[src/rtl/mlp_mac_pipe.sv]
// mlp_mac_pipe: pipelined signed multiply / multiply-accumulate for the MLP datapath.
//
// Each beat's product is formed in a MUL_STAGES-deep pipeline. A registered final
// stage then either emits the product directly (acc_mode=0) or folds it into a
// saturating accumulator (acc_mode=1). On the in_last beat it flushes the running sum.
// Each result is rounded half-up by FRAC_BITS and clipped to DOUT_W.
//
// Build option: define MLP_MAC_RELU_EN to clamp negative results to 0 after
// rounding/saturation. The clamp does not set sat_flag, and latency is unchanged.
//
// Handshake: valid-only, with no backpressure. A beat is transferred on every
// rising clk edge where ce=1 and in_valid=1. A result is presented on every edge
// where ce=1 that sets dout_valid=1. dout_valid lasts for one enabled cycle, and
// dout/sat_flag hold their values until the next result. While ce=0 every register
// holds its value.
//
// Ports:
//   clk        rising-edge clock
//   reset      asynchronous active-high reset, clears all state
//   ce         clock enable for every register
//   in_valid   din0/din1/in_last/acc_mode form a beat
//   in_last    last beat of an accumulation sequence (only honoured when acc_mode=1)
//   acc_mode   0 = single multiply, 1 = accumulate
//   din0/din1  signed operands
//   dout       signed rounded/saturated result
//   dout_valid one-cycle pulse per result
//   sat_flag   result was clipped (accumulator or output), qualified by dout_valid
module mlp_mac_pipe #(
  parameter int DIN_W      = 14,
  parameter int DOUT_W     = 14,
  parameter int ACC_W      = 32,
  parameter int FRAC_BITS  = 0,
  parameter int MUL_STAGES = 3
) (
  input  logic                     clk,
  input  logic                     reset,
  input  logic                     ce,
  input  logic                     in_valid,
  input  logic                     in_last,
  input  logic                     acc_mode,
  input  logic signed [DIN_W-1:0]  din0,
  input  logic signed [DIN_W-1:0]  din1,
  output logic signed [DOUT_W-1:0] dout,
  output logic                     dout_valid,
  output logic                     sat_flag
);

  localparam int PW  = 2 * DIN_W;
  localparam int DLY = MUL_STAGES - 1;  // product register plus extra delay registers

  localparam logic signed [ACC_W-1:0] ACC_MAX = {1'b0, {(ACC_W-1){1'b1}}};
  localparam logic signed [ACC_W-1:0] ACC_MIN = {1'b1, {(ACC_W-1){1'b0}}};

  // Output clip bounds, sign-extended to the one-bit-wider rounding width.
  localparam logic signed [ACC_W:0] OUT_MAX_W = {{(ACC_W-DOUT_W+2){1'b0}}, {(DOUT_W-1){1'b1}}};
  localparam logic signed [ACC_W:0] OUT_MIN_W = {{(ACC_W-DOUT_W+2){1'b1}}, {(DOUT_W-1){1'b0}}};
  localparam logic signed [DOUT_W-1:0] OUT_MAX = {1'b0, {(DOUT_W-1){1'b1}}};
  localparam logic signed [DOUT_W-1:0] OUT_MIN = {1'b1, {(DOUT_W-1){1'b0}}};

  // Rounding constant 2^(FRAC_BITS-1). It evaluates to 0 when FRAC_BITS is 0.
  localparam logic [ACC_W:0] HALF = ({{ACC_W{1'b0}}, 1'b1} << FRAC_BITS) >> 1;

  // Product pipeline. Bit 0 of the side-band vectors belongs to the operand stage.
  // Bit k belongs to p_pipe[k-1].
  logic signed [DIN_W-1:0] a_q, b_q;
  logic [MUL_STAGES-1:0]   v_pipe, l_pipe, m_pipe;
  logic signed [PW-1:0]    p_pipe [DLY];

  always_ff @(posedge clk or posedge reset) begin
    if (reset) begin
      a_q    <= '0;
      b_q    <= '0;
      v_pipe <= '0;
      l_pipe <= '0;
      m_pipe <= '0;
      for (int i = 0; i < DLY; i++) p_pipe[i] <= '0;
    end else if (ce) begin
      a_q       <= din0;
      b_q       <= din1;
      v_pipe    <= {v_pipe[MUL_STAGES-2:0], in_valid};
      l_pipe    <= {l_pipe[MUL_STAGES-2:0], in_last};
      m_pipe    <= {m_pipe[MUL_STAGES-2:0], acc_mode};
      p_pipe[0] <= PW'(a_q) * PW'(b_q);
      for (int i = 1; i < DLY; i++) p_pipe[i] <= p_pipe[i-1];
    end
  end

  logic                    v_f, l_f, m_f;
  logic signed [PW-1:0]    p_f;
  assign v_f = v_pipe[MUL_STAGES-1];
  assign l_f = l_pipe[MUL_STAGES-1];
  assign m_f = m_pipe[MUL_STAGES-1];
  assign p_f = p_pipe[DLY-1];

  // Final-stage arithmetic
  logic signed [ACC_W-1:0]  acc;
  logic                     acc_sticky;
  logic signed [ACC_W:0]    p_wide, sum_wide, s_wide, rnd, r;
  logic signed [ACC_W-1:0]  acc_next;
  logic                     acc_ovf, out_clip, sat_res;
  logic signed [DOUT_W-1:0] res;

  always_comb begin
    p_wide   = (ACC_W+1)'(p_f);
    sum_wide = (ACC_W+1)'(acc) + p_wide;
    // One guard bit is enough because |p| never exceeds the ACC_W range.
    acc_ovf  = sum_wide[ACC_W] ^ sum_wide[ACC_W-1];
    acc_next = sum_wide[ACC_W-1:0];
    if (acc_ovf) acc_next = sum_wide[ACC_W] ? ACC_MIN : ACC_MAX;

    s_wide = m_f ? (ACC_W+1)'(acc_next) : p_wide;
    rnd    = s_wide + $signed(HALF);
    r      = rnd >>> FRAC_BITS;

    out_clip = 1'b0;
    res      = r[DOUT_W-1:0];
    if (r > OUT_MAX_W) begin
      res      = OUT_MAX;
      out_clip = 1'b1;
    end else if (r < OUT_MIN_W) begin
      res      = OUT_MIN;
      out_clip = 1'b1;
    end
`ifdef MLP_MAC_RELU_EN
    if (res[DOUT_W-1]) res = '0;
`else
`endif
    // A mode-0 result never reports accumulator clipping.
    sat_res = out_clip | (m_f & (acc_ovf | acc_sticky));
  end

  always_ff @(posedge clk or posedge reset) begin
    if (reset) begin
      acc        <= '0;
      acc_sticky <= 1'b0;
      dout       <= '0;
      dout_valid <= 1'b0;
      sat_flag   <= 1'b0;
    end else if (ce) begin
      dout_valid <= 1'b0;
      if (v_f) begin
        if (!m_f) begin
          dout       <= res;
          sat_flag   <= sat_res;
          dout_valid <= 1'b1;
        end else if (!l_f) begin
          acc        <= acc_next;
          acc_sticky <= acc_sticky | acc_ovf;
        end else begin
          // Flush: emit the sum and restart from zero, so a following beat sees acc = 0.
          dout       <= res;
          sat_flag   <= sat_res;
          dout_valid <= 1'b1;
          acc        <= '0;
          acc_sticky <= 1'b0;
        end
      end
    end
  end

endmodule

[config.mk]
export PLATFORM = sky130hd
export DESIGN_NAME = mlp_mac_pipe
export DESIGN_NICKNAME = d
export VERILOG_FILES = /design/src/rtl/mlp_mac_pipe.sv
export SDC_FILE = /design/constraint.sdc
export NUM_CORES = 1
export LEC_CHECK = 0
export BUFFER_PORTS_ARGS = -buffer_cell sky130_fd_sc_hd__buf_2
export CAP_MARGIN = 10
export CORE_ASPECT_RATIO = 0.8
export CORE_MARGIN = 3
export CORE_UTILIZATION = 32
export DETAILED_ROUTE_END_ITERATION = 12
export PLACE_DENSITY = 0.48
export SYNTH_ARGS = -nofsm -noshare
export SYNTH_HDL_FRONTEND = slang
export SYNTH_SLANG_ARGS = --single-unit
[constraint.sdc]
create_clock -name clk -period 8.64 [get_ports clk]
set_input_delay 0 -clock clk [delete_from_list [all_inputs] [get_ports clk]]
set_output_delay 0 -clock clk [all_outputs]
set_load 0.01 [all_outputs]
== After elaboration in Yosys (flattened, before gate mapping) ==
Index checks and enable logic that the tools add are counted.

* $add $sub $neg: 1
* $mul: 1
* $lt $le $gt $ge: 2
* Eq/ne operators: 1
* Muxes and demuxes: 16
* Bitwise logic cells: 4
* Reductions and logical operators: 2

{| class="wikitable"
|+ Operators with widths
! kind !! number
|-
| two-way mux 32 bit || 3
|-
| two-way mux 14 bit || 4
|-
| adder 32 x 28 -> 33 bit || 1
|-
| greater-than comparator 33 x 14 -> 1 bit (second input constant) || 1
|-
| < comparator 33 x 14 -> 1 bit (second input constant) || 1
|-
| two-way mux 33 bit || 1
|-
| multiplier 14 x 14 -> 28 bit || 1
|-
| two-way mux 1 bit || 8
|-
| AND reduction 3 bit || 2
|-
| inequality test 2 bit (second input constant) || 1
|-
| bitwise OR 1 bit || 2
|-
| bitwise AND 1 bit || 1
|-
| bitwise XOR 1 bit || 1
|}

* Flip-flop bits (word level): 142
* Input bits: 34
* Output and inout port bits: 16

== Longest topological paths before layout ==
Gate-level depths: netlist of run 1.

* Word-level depth: 10
* Gate-level depth with buffers: 25

== Worst setup path after synthesis of run 1 ==
OpenSTA, ideal clock, no wires.

* Path type: flip-flop to flip-flop
* Start point: reg a_q[13]
* End point: reg p_pipe[54] (netlist bit)
* Library setup time: 0.125 ns
* Data arrival time: 6.267 ns
* Required time: 8.515 ns
* Setup slack: 2.249 ns
* Cell stages (with the launch flop): 22
* Clock period less this slack: 6.391 ns
* Cells stage by stage: dfrtp_1 clkbuf_1 nand2_1 inv_1 fa_1 inv_1 fa_1 inv_1 fa_1 fa_1 fa_1 inv_1 fa_1 inv_1 ha_1 and3_1 a211o_1 a21o_1 a21oi_1 o221ai_1 xor2_1 mux2_2

* Longest elaborated chain between the ends: 1

{| class="wikitable"
|+ RTL lines
! what !! line !! RTL
|-
| start: declaration || 65 || <nowiki>logic signed [DIN_W-1:0] a_q, b_q;</nowiki>
|-
| start signal: assignment || 78 || <nowiki>a_q <= din0;</nowiki>
|-
| multiplier 14 x 14 -> 28 bit || 83 || <nowiki>p_pipe[0] <= PW'(a_q) * PW'(b_q);</nowiki>
|-
| end: declaration || 67 || <nowiki>logic signed [PW-1:0] p_pipe [DLY];</nowiki>
|}

Every way passes these cells.
A chain may end at the register's enable or synchronous reset.

== Worst setup path in the final report of run 1 ==
Ends and elaborated chain as after synthesis.

==> results of run 1 <==
[final cells by class]
type,instances,area (µm²),area share (%)
Timing Repair Buffer,90,638,3.72
Multi-Input combinational cell,1165,10700,62.6
Clock buffer,18,439,2.56
Inverter,235,887,5.17
Tap cell,620,776,4.52
Clock inverter,14,121,0.708
Sequential cell,142,3550,20.7
[registers in the layout (all words and copies together) (netlist names)]
name and count:
sat_flag 1, p_f 28, v_pipe 3, acc 32, dout 14, b_q 14, dout_valid 1, a_q 14
m_pipe 3, p_pipe 28, acc_sticky 1, l_pipe 3
[critical path: stages (launching register included)]
cell	delay (ns)
dfrtp_1	0.56
nand2_1	0.21
inv_1	0.10
fa_1	0.58
inv_1	0.08
fa_1	0.90
inv_1	0.19
fa_1	0.58
fa_1	0.44
fa_1	0.54
inv_1	0.05
fa_1	0.53
inv_1	0.05
ha_1	0.35
and3_1	0.20
a211o_1	0.32
a21o_1	0.18
a21oi_1	0.28
o221ai_1	0.17
xor2_1	0.16
mux2_2	0.26
[placed cells by master (no fill, tap or decap), drive strengths merged, types with 4 or more instances in the layout]
cell type / n
dfrtp: 142
a211oi: 11
o21bai: 8
nand2: 158
a21oi: 75
xor2: 14
nor4: 5
inv: 242
a211o: 7
xnor2: 40
or3: 8
nor3: 17
o31ai: 11
dlygate4sd3: 33
o211ai: 11
nand2b: 9
and3: 8
o21a: 4
fa: 196
a21o: 38
a22o: 7
nand4: 14
nor2b: 5
o21ai: 66
and2: 116
nand3: 13
mux2: 84
buf: 57
or2: 9
ha: 101
clkinv: 5
a31oi: 8
nor2: 81
clkbuf: 18
[stage by stage]
step                      setup WS, ns  cells
after floorplan                   2.25   1610
after global placement            1.84   2219
after detailed placement          1.75   2219
after CTS                         1.72   2284
after global routing              1.37   2284
final                             1.77   2284
[per-layer routing]
| layer | share of wire (%) | wire, µm | vias up | global-route usage [%] |
|---|---|---|---|---|
| li1 | - | - | 5346 | - |
| met1 | 49 | 19100 | 5692 | 23.5 |
| met2 | 46 | 17900 | 258 | 26.6 |
| met3 | 4.5 | 1790 | 31 | 2.86 |
| met4 | 1.1 | 413 | 0 | 2.82 |
| met5 | 0 | 0 | - | 0 |
[path summary, 6_finish.rpt]
check | end | slack [ns]
min reg2reg | acc[23] | 0.48
min | b_q[13] | 0.02
max reg2reg | p_pipe[54] | 1.77
max in group asynchronous | b_q[4] | 6.97
min in group asynchronous | acc[30] | 0.21
max | p_pipe[54] | 1.77
[logic make-up (layout without fill, tap and decap cells)]
| family | count (synthesis) | after routing | synth area share, % |
|---|---|---|---|
| flops | 142 | 142 | 23.0 |
| compound gates | 279 | 279 | 12.3 |
| xor+xnor | 54 | 54 | 3.06 |
| mux | 86 | 86 | 6.25 |
| simple gates | 449 | 449 | 14.2 |
| buf+inv | 303 | 357 | 7.59 |
| fa+ha+maj | 297 | 297 | 33.6 |
[repair_timing]
item	in CTS	in global routing
buffers inserted	0	0
hold buffers	33	0
gates resized for setup	0	0
hold endpoints to repair	101	0
==> run metrics, run 1 <==
design area=roughly 0.017 mm²; Final Net Count=1982; CTS tree=yes; Core Region=between 0.04 and 0.05 mm²; post-layout util=between 30% and 40%; Rel. slew slack=32.8%; fin crit period=6.87 ns; RSZ-0062 raised after global routing=no; reg2reg path depth=20; H-tree lvl count=4; ys async rst share=100%; total track usage=16.4%; syn_area_per_cell=9.60 µm²; outcome=finished clean; origin of the worst min-delay path=ce; sequential fraction of the synthesis area=23.0%; setup TNS=0 ns; CTS Sinks=142; share of cells above drive strength 1=12.6%; Worst Tran Pin Value=1.01 ns; Worst Setup SP=a_q[13]; synthesized instance count=1610; Die Ht=203 µm; Antenna Violating Nets Remaining=0; clock skew=roughly 0.018 ns; main flop type after synthesis=dfrtp_1; flops & latches, synth=142; crit-path max FO=15; drt pass-1 iters=5; final hold vios=0; IO Pins=50; CP Launch Type=flop; Filler Cell Count=between 4000 and 5000; Avg Vias per Cell=approximately 5.0; count leader, synth=inv_1; max-cap violations=0; die width=252 µm; cts bufs inserted=17; Critical Path RT=8.97 ns; fin crit share=slightly below 80%; Mapped Area=approximately 0.015 mm²; most frequent cells after synthesis=234 x inv_1, 196 x fa_1, 158 x nand2_1; clock root buffer=clkbuf_16; FP Rows=71; Remaining Overflow, GRT=0; first-pass GRT wire length=66.2 mm; Final setup viols=0; post-route DRC violation count=0; Mapped Nets=about 1900; starting density of the core=32.6%; n_diodes=0; Synth area leader=fa_1; pin count of the biggest net entering global routing=78; die area=0.0510 mm²; crit end category=flop; routed len/inst=17.2 µm; wirelength, routed=just under 40 mm; Slew Viols, Final=0; clk buf depth=2; Reg2Reg Launch Point=a_q[13]; top cells by area, synth=fa_1 25%, dfrtp_1 23%, ha_1 8.2%; hold path cells=2; worst path arrival time=7.20 ns; EDFF count, synth=0; initial antenna violation count=0; hold_ws=around 0.022 ns; global placer's final weighted congestion=0.882; vias in the first global route=12034; initial drt markers=709; Yosys cell types=78; synth warn=0; clk slew on worst S/H paths=~0.08 ns; DP HPWL=29.8 mm; Post-DP Area=0.0163 mm²; Layout area overhead=10.9%; Worst-Skew Late Latency=0.46 ns; share of the synthesized area in the top cell type=25.4%; FMAX=around 150 MHz; critical path class=reg -> reg; I/O Buffers=about 50; class of the worst hold path=in -> reg; DR vias=11327
Power of run 1 is left out: the tool's default activity adds up to more than one toggle a clock period on the data nets, which glitch-free logic cannot reach.
==> inputs of run 2 (changes only) <==
--- a/config.mk
+++ b/config.mk
@@ -11,7 +11,7 @@
 export CORE_MARGIN = 3
 export CORE_UTILIZATION = 32
 export DETAILED_ROUTE_END_ITERATION = 12
-export PLACE_DENSITY = 0.48
+export PLACE_DENSITY = 0.49
 export SYNTH_ARGS = -nofsm -noshare
 export SYNTH_HDL_FRONTEND = slang
 export SYNTH_SLANG_ARGS = --single-unit
==> constraint.sdc (replaced) <==
create_clock -name clk -period 5.89 [get_ports clk]
set_input_delay 0 -clock clk [delete_from_list [all_inputs] [get_ports clk]]
set_output_delay 0 -clock clk [all_outputs]
set_load 0.01 [all_outputs]
==> run metrics, run 2 (synthesis results as in run 1) <==
outcome=complete, but fails checks; failing checks=setup timing; Avg Vias per Cell=between 4 and 5; RSZ-0062 raised after global routing=yes; crit-path max FO=7; wirelength, routed=around 40 mm; clock root buffer=clkbuf_16; initial drt markers=685; Antenna Violating Nets Remaining=0; origin of the worst min-delay path=ce; Filler Cell Count=4699; Critical Path RT=between 6 and 7 ns; fin crit share=103%; setup ws final=-0.165 ns; max incr delay on CP=0.55 ns; die width=approximately 250 µm; FMAX=165 MHz; max-cap violations=0; final hold vios=0; total track usage=between 15 and 20%; first-pass GRT wire length=roughly 68 mm; slowest cell on the critical path=fa_1; Die Ht=203 µm; CP Launch Type=flop; Layout area overhead=19.8%; Slew Viols, Final=0; n_diodes=0; clock skew=0.0133 ns; crit end category=flop; H-tree lvl count=4; starting density of the core=32.6%; fin crit period=6.05 ns; I/O Buffers=49; clk slew on worst S/H paths=roughly 0.07 ns; share of cells above drive strength 1=22.3%; worst path arrival time=6.38 ns; drt pass-1 iters=5; cts bufs inserted=17; Largest register FFs=32; global placer's final weighted congestion=~0.9; post-route DRC violation count=0; CTS Sinks=142; Final setup viols=7; most common cell after layout, fill and taps aside=inv_1; Crit path top cell by count=fa_1; pin count of the biggest net entering global routing=86; CP cell instances=and2_4 > fa_1 > inv_2 > fa_1 > inv_1 > fa_1 > inv_1 > fa_1 > inv_1 > fa_1 > fa_1 > ha_4 > nand4_1 > o21ai_2 > a31oi_4 > a211o_1 > a21oi_2 > a211o_1 > a21o_1 > a21oi_4 > o221ai_2 > xor2_1 > mux2_4; DR vias=11862; critical path class=reg -> reg; leading cell types in the layout, fill and taps excluded=227 x inv_1, 192 x fa_1, 156 x nand2_1; Worst-Skew Late Latency=0.44 ns; vias in the first global route=12637; most flop-heavy register=acc; Reg2Reg Launch Point=a_q[5]; Worst Setup SP=a_q[5]; Final Net Count=2110; Worst Tran Pin Value=0.945 ns; Remaining Overflow, GRT=0; Rel. slew slack=36.8%; Core Region=0.0473 mm²; initial antenna violation count=0; die area=0.0510 mm²; CTS tree=yes; DP HPWL=31.9 mm; routed len/inst=between 15 and 20 µm; IO Pins=50; FP Rows=71; clk buf depth=2; hold_ws=about 0.051 ns; Setup Slack @ Placement=-0.280 ns; class of the worst hold path=in -> reg
## run 2: cell type report
| type | count | area [µm²] | share of cell area [%] |
|---|---|---|---|
| multi-input combinational | 1165 | 11000 | 59.3 |
| sequential | 142 | 3570 | 19.3 |
| timing repair buffer | 218 | 1670 | 9.01 |
| clock inverter | 15 | 195 | 1.05 |
| clock buffer | 17 | 425 | 2.30 |
| inverter | 235 | 887 | 4.79 |
| tap | 620 | 776 | 4.19 |
## run 2: worst max-delay path: cells and delay by family (launching register included)
kind	cells	cell delay [ns]
compound gates	8	1.37
xor+xnor	1	0.17
fa+ha+maj	7	3.22
buf+inv	4	0.19
flops	1	0.45
mux	1	0.26
simple gates	2	0.28
## run 2: repair_timing
action,4_1_cts,5_1_grt
pin swaps,14,12
buffers inserted,7,3
endpoints found under the hold margin,115,0
hold buffers,32,0
endpoints found under the setup margin,7,25
resized for setup,26,33
## run 2: metal layers
layer  share of wire (%)  wire (µm)  global-route usage [%]  vias up
met5                   0          0                       0        -
met2                  44      17600                    26.2      255
met1                  50      20100                    24.3     5985
met3                 4.6       1840                    2.48       30
met4                 1.1        438                    3.27        0
li1                    -          -                       -     5592
## run 2: path summary, 6_finish.rpt
| check | slack (ns) | to | depth (start not counted) |
|---|---|---|---|
| max | -0.16 | p_pipe[54] | 23 |
| min | 0.05 | l_pipe[2] | 3 |
| max reg2reg | -0.16 | p_pipe[54] | 23 |
| min reg2reg | 0.48 | acc[15] | 2 |
| max in group asynchronous | 4.32 | p_pipe[43] | 4 |
| min in group asynchronous | 0.30 | p_pipe[28] | 3 |
## run 2: stage by stage
| stage | area, µm² | cells | utilization (%) | setup TNS, ns |
|---|---|---|---|---|
| after floorplan | 15600 | 1610 | - | -0.0189 |
| after global placement | 17300 | 2338 | 36.6 | -0.834 |
| after detailed placement | 17300 | 2338 | 36.6 | -1.12 |
| after CTS | 18400 | 2409 | 38.8 | -0.565 |
| after global routing | 18500 | 2412 | 39.1 | -2.94 |
| final | 18500 | 2412 | 39.1 | -0.582 |
Power of run 2 is left out for the same reason.
==> inputs of run 3 (changes only) <==
--- a/config.mk
+++ b/config.mk
@@ -11,7 +11,7 @@
 export CORE_MARGIN = 3
 export CORE_UTILIZATION = 32
 export DETAILED_ROUTE_END_ITERATION = 12
-export PLACE_DENSITY = 0.49
+export PLACE_DENSITY = 0.48
 export SYNTH_ARGS = -nofsm -noshare
 export SYNTH_HDL_FRONTEND = slang
 export SYNTH_SLANG_ARGS = --single-unit
==> constraint.sdc (replaced) <==
create_clock -name clk -period 6.5 [get_ports clk]
set_input_delay 0 -clock clk [delete_from_list [all_inputs] [get_ports clk]]
set_output_delay 0 -clock clk [all_outputs]
set_load 0.01 [all_outputs]
==> run metrics, run 3 (synthesis results as in run 1) <==
outcome=finished clean; Slew Viols, Final=0; DP HPWL=a little over 30 mm; vias in the first global route=around 12000; H-tree lvl count=4; clk slew on worst S/H paths=0.08 ns; clock root buffer=clkbuf_16; first-pass GRT wire length=67.3 mm; total track usage=16.7%; Reg2Reg Launch Point=a_q[5]; design area=0.0176 mm²; n_diodes=0; class of the worst hold path=in -> reg; Critical R2R Capture=p_pipe[52]; Worst Tran Pin Value=~0.96 ns; Remaining Overflow, GRT=0; CTS Sinks=between 100 and 150; IO Pins=50; Final Net Count=2022; DR vias=11515; crit-path max FO=5; reg2reg path depth=22; drt pass-1 iters=5; wirelength, routed=just under 40 mm; global placer's final weighted congestion=0.863; routed len/inst=17.1 µm; FP Rows=71; origin of the worst min-delay path=ce; hold path cells=2; CP Launch Type=flop; Layout area overhead=13.7%; Layout Cells excl Fill=2324; Rel. slew slack=roughly 36%; cts bufs inserted=17; crit end category=flop; most flop-heavy register=acc; share of cells above drive strength 1=15.7%; hold endpoint=b_q[13]; Core Region=between 0.04 and 0.05 mm²; clk buf depth=2; initial antenna violation count=1; fin crit share=a little over nine tenths; placed insts=between 2000 and 2500; Die Ht=roughly 200 µm; RSZ-0062 raised after global routing=yes; initial drt markers=603; Final setup viols=0; die width=252 µm; die area=0.0510 mm²; Largest register FFs=32; starting density of the core=about a third; CTS tree=yes; most common cell after layout, fill and taps aside=inv_1; leading cell types in the layout, fill and taps excluded=233 x inv_1, 196 x fa_1, 158 x nand2_1; worst path arrival time=around 6.6 ns; Worst-Skew Late Latency=0.46 ns; Antenna Violating Nets Remaining=0; Post-DP Area=0.0165 mm²; Avg Vias per Cell=4.95; Critical Path RT=6.84 ns; final hold vios=0; post-route DRC violation count=0; I/O Buffers=49; max-cap violations=0; pin count of the biggest net entering global routing=92; clock skew=0.0185 ns; FMAX=160 MHz; R2R setup slack=0.24 ns; fin crit period=6.26 ns; critical path class=reg -> reg
-- run 3: changes by cell type in the layout (fill, tap and decap cells not counted), sizes merged --
cell,previous run,this run
clkinvlp,3,0
clkinv,4,7
buf,186,98
inv,241,243
bufinv,2,0
-- run 3: final cells by class --
cell class	instances	area, µm²
clock buffer	17	425
multi-input combinational	1165	10800
tap	620	776
clock inverter	15	186
timing repair buffer	130	940
fill	4792	29800
sequential	142	3560
inverter	235	887
-- run 3: worst max-delay path by stage --
stage	slack [ns]	endpoint	depth (start not counted)	startpoint
finish	0.24	p_pipe[52]	22	a_q[5]
global route	-0.01	p_pipe[52]	23	a_q[5]
CTS	0.02	p_pipe[54]	24	a_q[4]
detailed placement	0.05	p_pipe[54]	21	a_q[4]
global placement	0.1	p_pipe[55]	21	b_q[3]
floorplan	0.11	p_pipe[54]	21	a_q[13]
-- run 3: stage by stage --
stage	util, %	worst slack [ns]	TNS, ns	hold slack [ns]
2_1_floorplan	-	0.109	0	0.121
3_3_place_gp	34.9	0.0999	0	0.229
3_5_place_dp	34.9	0.0467	0	0.236
4_1_cts	36.9	0.0226	0	0.0779
5_1_grt	37.1	-0.0128	-0.0128	0.0961
6_report	37.1	0.236	0	0.0994
-- run 3: layer usage --
| metal | global-route usage [%] | vias to the layer above | part of all wire, % | wire (µm) |
|---|---|---|---|---|
| li1 | - | 5420 | - | - |
| met1 | 23.9 | 5799 | 49 | 19400 |
| met2 | 26.5 | 250 | 45 | 17800 |
| met3 | 3.00 | 44 | 4.7 | 1850 |
| met4 | 3.75 | 2 | 1.5 | 577 |
| met5 | 0 | - | 0.033 | 13 |
-- run 3: timing repair --
item	4_1_cts	5_1_grt
hold buffers	32	0
endpoints found under the hold margin	121	0
buffers inserted	0	2
gates cloned	0	0
pin swaps	0	4
setup endpoints to repair	1	13
resized for setup	1	19
-- run 3: critical path: stages (launching register included) --
cell and delay (ns):
dfrtp_1 0.39, and2_1 0.19, fa_1 0.53, inv_1 0.05, fa_1 0.55, inv_1 0.06
fa_1 0.50, inv_1 0.05, fa_1 0.47, inv_1 0.05, fa_1 0.56, fa_1 0.46
ha_4 0.28, and3_1 0.17, a31oi_1 0.24, a211o_1 0.22, a21oi_1 0.11, a211o_1 0.30
a21o_1 0.19, a21oi_2 0.18, o21ai_0 0.14, xor2_1 0.16, mux2_2 0.26
Power of run 3 is left out for the same reason.
